==> src/rtl/serial_adder.sv <==
// Bit-serial adder/subtractor: one full-adder cell plus a carry flop, LSB-first,
// WIDTH+1 clock edges from accepted start to the done pulse.
module serial_adder #(
  parameter int WIDTH = 8
) (
  input  logic             clk,
  input  logic             rst_n,
  input  logic             start,
  input  logic [WIDTH-1:0] a,
  input  logic [WIDTH-1:0] b,
  input  logic             sub,
  output logic             busy,
  output logic             done,
  output logic [WIDTH-1:0] sum,
  output logic             carry_out,
  output logic             overflow,
  output logic [1:0]       state_dbg
);

  localparam int CW = (WIDTH > 2) ? $clog2(WIDTH) : 1;
  localparam logic [CW-1:0] LAST = CW'(WIDTH - 1);
  localparam logic [CW-1:0] ONE  = CW'(1);

  typedef enum logic [1:0] {
    IDLE = 2'd0,
    RUN  = 2'd1,
    DONE = 2'd2
  } state_t;

  state_t           state_q, state_d;
  logic [WIDTH-1:0] opa_q, opb_q, res_sr_q;
  logic [CW-1:0]    cnt_q;
  logic             c_q;

  logic accept, last_bit, s_bit, c_next;

  // Handshake: a start is taken on any edge where the unit is not in RUN;
  // requests during RUN are dropped, and done is the single DONE cycle.
  assign accept   = start && (state_q != RUN);
  assign last_bit = (cnt_q == LAST);
  assign s_bit    = opa_q[0] ^ opb_q[0] ^ c_q;
  assign c_next   = (opa_q[0] & opb_q[0]) | (opa_q[0] & c_q) | (opb_q[0] & c_q);

  assign busy      = (state_q == RUN);
  assign done      = (state_q == DONE);
  assign state_dbg = state_q;

  always_comb begin
    state_d = state_q;
    case (state_q)
      IDLE:    if (accept) state_d = RUN;
      RUN:     if (last_bit) state_d = DONE;
      DONE:    state_d = accept ? RUN : IDLE;
      default: state_d = IDLE;
    endcase
  end

  always_ff @(posedge clk or negedge rst_n) begin
    if (!rst_n) state_q <= IDLE;
    else        state_q <= state_d;
  end

  always_ff @(posedge clk or negedge rst_n) begin
    if (!rst_n) begin
      opa_q     <= '0;
      opb_q     <= '0;
      res_sr_q  <= '0;
      cnt_q     <= '0;
      c_q       <= 1'b0;
      sum       <= '0;
      carry_out <= 1'b0;
      overflow  <= 1'b0;
    end else if (accept) begin
      // Subtract is a + ~b + 1: invert b here and seed the carry with 1.
      opa_q <= a;
      opb_q <= sub ? ~b : b;
      c_q   <= sub;
      cnt_q <= '0;
    end else if (state_q == RUN) begin
      opa_q    <= opa_q >> 1;
      opb_q    <= opb_q >> 1;
      c_q      <= c_next;
      cnt_q    <= cnt_q + ONE;
      res_sr_q <= {s_bit, res_sr_q[WIDTH-1:1]};
      if (last_bit) begin
        // c_q still holds the carry into the MSB at this point.
        sum       <= {s_bit, res_sr_q[WIDTH-1:1]};
        carry_out <= c_next;
        overflow  <= c_next ^ c_q;
      end
    end
  end

endmodule
==> config.mk <==
export PLATFORM = sky130hd
export DESIGN_NAME = serial_adder
export DESIGN_NICKNAME = d
export VERILOG_FILES = /design/src/rtl/serial_adder.sv
export SDC_FILE = /design/constraint.sdc
export NUM_CORES = 1
export LEC_CHECK = 0
export CORE_MARGIN = 2
export CORE_UTILIZATION = 45
export DETAILED_ROUTE_END_ITERATION = 16
export PLACE_DENSITY = 0.71
export REMOVE_ABC_BUFFERS = 1
export SETUP_SLACK_MARGIN = 0.2
export SLEW_MARGIN = 25
export SYNTH_ARGS = -nofsm -noshare
export SYNTH_HDL_FRONTEND = slang
export SYNTH_SLANG_ARGS = --single-unit
==> constraint.sdc <==
create_clock -name clk -period 1.6 [get_ports clk]
set_input_delay 0.16 -clock clk [delete_from_list [all_inputs] [get_ports clk]]
set_output_delay 0.16 -clock clk [all_outputs]
set_load 0.005 [all_outputs]
==> results of run 1 <==
## worst max path at each step
stage / from / endpoint / slack (ps)
floorplan: cnt_q[0]$_DFFE_PN0P_ / sum[1]$_DFFE_PN0P_ / -80
global placement: cnt_q[0]$_DFFE_PN0P_ / sum[2]$_DFFE_PN0P_ / 120
detailed placement: cnt_q[0]$_DFFE_PN0P_ / sum[2]$_DFFE_PN0P_ / 80
CTS: cnt_q[0]$_DFFE_PN0P_ / sum[2]$_DFFE_PN0P_ / 70
global route: cnt_q[0]$_DFFE_PN0P_ / sum[1]$_DFFE_PN0P_ / 70
finish: cnt_q[0]$_DFFE_PN0P_ / sum[2]$_DFFE_PN0P_ / 130
## routing by layer
metal	vias to the layer above	track usage, %	share of wire [%]
li1	599	-	-
met1	565	20.4	45
met2	38	25.1	48
met3	7	5.07	5.4
met4	0	6.63	1.9
met5	-	0	0
## worst min-delay path, stage by stage
cell           delay [ps]
dlygate4sd3_1         520
buf_2                  90
buf_4                 410
## power by group through the flow
stage | registers, W | logic [W] | clock network (W)
final | 0.00167 | 0.00150 | 0.000621
after global routing | 0.00173 | 0.00167 | 0.000696
after CTS | 0.00167 | 0.00148 | 0.000644
after detailed placement | 0.00169 | 0.00143 | 0
after global placement | 0.00167 | 0.00137 | 0
after floorplan | 0.00164 | 0.000813 | 0
## cell usage in the layout (no fill, tap or decap), drive strengths merged, types with 2 or more instances in the layout
| cell type | count |
|---|---|
| inv | 3 |
| buf | 11 |
| clkbuf | 8 |
| clkdlybuf4s50 | 29 |
| mux2 | 9 |
| ha | 2 |
| xnor2 | 2 |
| nand2 | 42 |
| xor2 | 7 |
| dfrtp | 39 |
| o21ai | 19 |
| mux2i | 17 |
## area by class of cell
cell class | count | area, um^2 | area share (%)
repair buffers | 44 | 435 | 18.9
well taps | 48 | 60.1 | 2.61
inverters | 3 | 11.3 | 0.489
flip-flops and latches | 39 | 977 | 42.4
clock inverters | 1 | 5.00 | 0.217
clock buffers | 7 | 76.3 | 3.31
multi-input cells | 105 | 738 | 32.0
## state kept, by name, summed over array words and instances, names as in the netlist
signal / count
c_q: 1
cnt_q: 3
res_sr_q: 7
overflow: 1
carry_out: 1
sum: 8
state_dbg: 2
opa_q: 8
opb_q: 8
## metrics by stage
step,hold slack [ps],total power (W)
6_report,453,0.00380
2_1_floorplan,-136,0.00245
3_5_place_dp,243,0.00312
3_3_place_gp,230,0.00304
4_1_cts,469,0.00380
5_1_grt,490,0.00410
## what timing repair did
action,CTS,global route
pin swaps,1,0
hold buffers,1,0
setup endpoints to repair,12,30
hold endpoints to repair,39,0
gates resized for setup,4,9
buffers inserted,5,0
## logic make-up after synthesis
logic type,synth area share [%]
compound gates,6.05
xor+xnor,4.49
fa+ha+maj,2.56
buf+inv,4.06
flops,55.6
mux,17.0
simple gates,10.3
==> qor.log, run 1 <==
qor: worst_setup_path.number_of_buffers_and_inverters_on_the_critical_path 1
qor: worst_setup_path.slowest_stage dfrtp_1
qor: routing.wire_per_inst 12.6 um
qor: logic_synthesis.synth_cells 156
qor: worst_setup_path.reg2regPathDepth 5
qor: power_and_ir_drop.power.switching_fraction 33.1%
qor: logic_synthesis.asyncSetResetFlopFracSynth 100%
qor: floorplan.core-area 3720 um^2
qor: layout.filler_cell_count 321
qor: clock_network.number_of_clock_sinks 39
qor: worst_setup_path.worst_r2r_startpoint cnt_q[0]$_DFFE_PN0P_
qor: clock_network.cts.reportedPaths.clkPinSlew 70 ps
qor: worst_setup_path.worst-path-stages 5
qor: logic_synthesis.post_synthesis_cell_area 1760 um^2
qor: logic_synthesis.synth-edff-count 0
qor: floorplan.initial_utilization 47.3%
qor: placed_design.numPortBuffers 33
qor: floorplan.die-area 4420 um^2
qor: floorplan.die_w 66.5 um
qor: logic_synthesis.synth_largest_type_area_fraction 55.6%
qor: worst_setup_path.worstPathCellList ha_2, ha_4, nand3b_1, buf_12, mux2_1
qor: layout.insertedDiodeCount 0
qor: sta.setup-tns-final 0 ps
qor: placed_design.detailedPlace.worstSlack 77.6 ps
qor: worst_setup_path.critical_path.max_stage_delay 400 ps
qor: logic_synthesis.ys.flop_type dfrtp_1
qor: sta.min_period 1470 ps
qor: worst_setup_path.critical_path_class flip-flop to flip-flop
qor: floorplan.height_of_the_die 66.5 um
qor: sta.slew_headroom 67.2%
qor: placed_design.place.detailed.hpwl 2180 um
qor: power_and_ir_drop.powerDensity 1650 nW/um^2
qor: grt.first_global_vias 1132
qor: power_and_ir_drop.clock_power_share 16.4%
qor: logic_synthesis.yosysSeqAreaShare 55.6%
qor: power_and_ir_drop.seq_power_share 44.1%
qor: routing.via_per_inst 4.89
qor: layout.fin_cells 247
qor: power_and_ir_drop.p_int 0.00254 W
qor: power_and_ir_drop.power_switching 0.00126 W
qor: logic_synthesis.synth_area_leader_cell dfrtp_1
qor: grt.grt_first_pass_wirelength 5170 um
qor: sta.finClkSkew 7.77 ps
qor: routing.drtIter0Drc 47
qor: worst_setup_path.timing.reg2reg.setup_slack 130 ps
qor: sta.period_utilisation_layout 91.6%
qor: sta.max_slew.worst_pin.slew 491 ps
qor: worst_setup_path.worstSetupStartpointType flip-flop
qor: worst_setup_path.worst_ep_arrival_time 1640 ps
qor: logic_synthesis.yosys-top-cells-count nand2_1 (42), dfrtp_1 (39), o21ai_1 (19)
qor: logic_synthesis.synth_most_common_cell nand2_1
qor: grt.groute.usage.overall 16.0%
qor: power_and_ir_drop.ir_drop 580 uV
qor: routing.detailroute.via_count 1209
qor: sta.fmaxAchievable 682 MHz
qor: routing.postRouteAntennaNets 0
qor: placed_design.place_congestion 0.747
qor: logic_synthesis.syn_area_per_cell 11.3 um^2
qor: worst_setup_path.worst_r2r_endpoint sum[2]$_DFFE_PN0P_
qor: logic_synthesis.ys.warnings.count 0
qor: routing.detail_route.first_pass.iterations 6
qor: run_status.outcome finished, final reports clean
qor: sta.unrepaired_setup_endpoints_after_global_routing yes
qor: sta.report.final.slew_viol_count 0
qor: clock_network.cts_tree built
qor: clock_network.clkLatencyLatePin 290 ps
qor: floorplan.io_pins 34
qor: worst_setup_path.critical_path_peak_fanout 11
qor: sta.finalSetupViolations 0
qor: placed_design.post-place-cells 233
qor: logic_synthesis.synth_cell_types 20
qor: placed_design.dpl_cell_area 2140 um^2
qor: clock_network.cts_inserted_buffers 5
qor: layout.area_growth 31.1%
qor: job.max_cap_viol_count 0
qor: worst_setup_path.worstPathRequired 1770 ps
qor: layout.layout.cell_area.non_filler 2300 um^2
qor: routing.routed_wl 3100 um
qor: worst_setup_path.timing.critical_path.max_delay_family flip-flops
qor: logic_synthesis.yosys_register_bits 39
qor: floorplan.placementRows 22
qor: layout.drive_gt1_share 17.1%
qor: grt.grt_max_degree 43
qor: grt.number_of_antenna_violations_at_the_first_check_in_global_routing 0
qor: sta.final_hold_viol_count 0
qor: logic_synthesis.synth_area_leaders dfrtp_1 (56%), mux2i_1 (9.7%), nand2_1 (9.0%)
qor: worst_setup_path.cp-end-kind flip-flop
qor: sta.postLayoutSetupSlackWorst 135 ps
qor: routing.drcViolationCount 0
qor: min_path.worst_hold_path_type primary input to async pin
qor: grt.globalRouteOverflowTotal 0
qor: clock_network.clock_tree.htree_level_count 2
qor: layout.final_net_count 221
qor: power_and_ir_drop.cellLeakagePower 1.13 nW
qor: clock_network.cts.path.max_buffers 2
qor: layout.postLayoutCoreUtil 62.0%
qor: power_and_ir_drop.combPwrFrac 39.5%
qor: clock_network.cts_root_buffer clkbuf_8
(Power assumes the default switching activity.)
==> inputs of run 2 (changes only) <==
- CAP_MARGIN: not set -> 20
==> results of run 2 <==
Final layout, timing and power as in run 1 (identical DEF).
==> inputs of run 3 (changes only) <==
- clock period: 1.6 -> 1.8 ns (I/O delays scaled with it)
==> run 3 against run 2 <==
Compared with the run above:
- clock skew is 3.2 ps lower
- power down 13%
- sequential share of layout area increased by 1.4 points
- non-clock buffer count is 5 lower
- wire length down 3.0%
- combinational power is 17% lower
- worst hold slack better by 13 ps
- sequential power is 10% lower
- clock power shrank 6.4%
- register-to-register slack improved by 130 ps
- clock-buffer cell count fell by 1
- core utilization down 2.0 points
- critical path type is now flip-flop to output pin
- largest cell class unchanged
- largest power group unchanged
==> qor.log, run 3 (synthesized netlist as in run 1, its figures left out) <==
qor: run_status.outcome finished, final reports clean
qor: sta.period_utilisation_layout 86.4%
qor: layout.top_regs opa_q x8, opb_q x8, sum x8
qor: sta.max_slew.worst_pin.slew 479 ps [-12.0 ps]
qor: grt.grt_util_met1 19.5% [-0.89 points]
qor: placed_design.dpl_cell_area 2120 um^2 [-1.2%]
qor: clock_network.cts.reportedPaths.clkPinSlew 70 ps [about the same]
qor: floorplan.initial_utilization 47.3% [unchanged]
qor: clock_network.number_of_clock_sinks 39 [unchanged]
qor: routing.drtIter0Drc 45 [-4.3%]
qor: placed_design.numPortBuffers 33 [unchanged]
qor: clock_network.cts_tree built
qor: power_and_ir_drop.ir_drop 546 uV [-5.9%]
qor: clock_network.clkLatencyLatePin 290 ps [about the same]
qor: routing.detailroute.via_count 1187 [-1.8%]
qor: floorplan.die-area 4420 um^2 [unchanged]
qor: grt.global_route.usage.met3 5.57% [+0.51 points]
qor: sta.finalSetupViolations 0 [unchanged]
qor: layout.final_common_cell nand2_1
qor: worst_setup_path.critical_path_peak_fanout 5 [-6]
qor: sta.finClkSkew 4.59 ps [-3.18 ps]
qor: clock_network.cts_root_buffer clkbuf_8
qor: clock_network.clock_tree.htree_level_count 2 [unchanged]
qor: worst_setup_path.worstPathRequired 1620 ps [-150 ps]
qor: routing.via_per_inst 4.93 [+0.62%]
qor: worst_setup_path.worstSetupStartpointType flip-flop
qor: power_and_ir_drop.cellLeakagePower 1.08 nW [-4.5%]
qor: sta.slew_headroom 68.1% [+0.91 points]
qor: floorplan.height_of_the_die 66.5 um [unchanged]
qor: clock_network.cts.path.max_buffers 2 [unchanged]
qor: worst_setup_path.critical_path_class flip-flop to output pin
qor: placed_design.place.detailed.hpwl 2200 um [+0.78%]
qor: power_and_ir_drop.p_total 0.00332 W [-13%]
qor: floorplan.core-area 3720 um^2 [unchanged]
qor: grt.grt_first_pass_wirelength 5190 um [+0.39%]
qor: layout.drive_gt1_share 13.0% [-4.1 points]
qor: worst_setup_path.cp-end-kind output pin
qor: min_path.worst_hold_path_type primary input to async pin
qor: grt.groute.usage.overall 16.1% [+0.14 points]
qor: floorplan.die_w 66.5 um [unchanged]
qor: grt.grt_most_used_layer met2
qor: layout.insertedDiodeCount 0 [unchanged]
qor: grt.first_global_vias 1118 [-1.2%]
qor: routing.postRouteAntennaNets 0 [unchanged]
qor: floorplan.io_pins 34 [unchanged]
qor: layout.layout.cell_area.non_filler 2230 um^2 [-3.3%]
qor: layout.area_growth 26.9%
qor: placed_design.place_congestion 0.731 [-2.2%]
qor: grt.gr-usage-met2 26.5% [+1.4 points]
qor: sta.fmaxAchievable 643 MHz
qor: grt.globalRouteOverflowTotal 0 [unchanged]
qor: layout.postLayoutCoreUtil 60.0% [-2.0 points]
qor: sta.min_period 1560 ps
qor: worst_setup_path.worst_ep_arrival_time 1380 ps [-260 ps]
qor: routing.wire_per_inst 12.5 um [-0.62%]
qor: grt.number_of_antenna_violations_at_the_first_check_in_global_routing 0 [unchanged]
qor: routing.drcViolationCount 0 [unchanged]
qor: layout.final_net_count 216 [-2.3%]
qor: sta.report.final.slew_viol_count 0 [unchanged]
qor: floorplan.placementRows 22 [unchanged]
qor: power_and_ir_drop.powerDensity 1490 nW/um^2 [-9.6%]
qor: routing.detail_route.first_pass.iterations 4 [-2]
qor: job.max_cap_viol_count 0 [unchanged]
qor: clock_network.cts_inserted_buffers 5 [unchanged]
qor: grt.grt_max_degree 43 [unchanged]
qor: routing.routed_wl 3010 um [-3.0%]
qor: sta.final_hold_viol_count 0 [unchanged]
qor: sta.unrepaired_setup_endpoints_after_global_routing yes
qor: layout.commonest_non_fill_non_tap_cells_in_the_layout nand2_1 (42), dfrtp_1 (38), clkdlybuf4s50_1 (31)
qor: sta.setup-tns-final 0 ps [unchanged]
## run 3: cell types whose count changed in the layout (fill, tap and decap cells not counted), sizes merged
cell,change
clkbuf,-2
dlymetal6s2s,-1
clkdlybuf4s50,+2
buf,-5
## run 3: final cells by class
class | count | area, um^2
clock buffer | 6 | 82.6
clock inverter | 1 | 5.00
fill | 315 | 1490
inverter | 3 | 11.3
multi-input combinational | 105 | 717
sequential | 39 | 977
tap | 48 | 60.1
timing repair buffer | 39 | 375
## run 3: power breakdown
| part | leakage [nW] | switching [W] | internal (W) |
|---|---|---|---|
| combinational | 0.539 | 0.000562 | 0.000675 |
| clock | 0.0470 | 0.000281 | 0.000300 |
| sequential | 0.495 | 0.000245 | 0.00125 |
| total | 1.08 | 0.00109 | 0.00223 |
## run 3: per-layer routing
metal  vias to the layer above  wire length, um
li1                        587                -
met1                       561             1390
met2                        32             1400
met3                         7              164
met4                         0               50
met5                         -                0
## run 3: repair_timing
item,4_1_cts,5_1_grt
setup buffers,0,0
hold endpoints to repair,39,0
endpoints found under the setup margin,1,9
hold buffers,1,0
resized for setup,2,2
## run 3: path summary, 6_finish.rpt
kind / start / to / slack, ps / cells past startpoint
hold reg to reg: opa_q[5]$_DFFE_PN0P_ / opa_q[4]$_DFFE_PN0P_ / 490 / 2
setup / recovery: state_dbg[0]$_DFFE_PN0P_ / done / 240 / 2
setup reg to reg: cnt_q[0]$_DFFE_PN0P_ / sum[2]$_DFFE_PN0P_ / 260 / 5
max in group asynchronous: rst_n / state_dbg[0]$_DFFE_PN0P_ / 990 / 3
hold / removal: rst_n / sum[0]$_DFFE_PN0P_ / 470 / 3
min in group clk: opa_q[5]$_DFFE_PN0P_ / opa_q[4]$_DFFE_PN0P_ / 490 / 2
## run 3: stage by stage
step / worst slack [ps] / hold WS [ps] / cells
2_1_floorplan: 119 / -116 / 147
3_3_place_gp: 298 / 251 / 233
5_1_grt: 173 / 511 / 241
3_5_place_dp: 238 / 260 / 233
6_report: 245 / 466 / 241
4_1_cts: 195 / 480 / 241
## run 3: critical path: stages (launching register included)
cell             delay [ps]
dfrtp_2                 460
nor2b_1                 120
clkdlybuf4s50_1         500
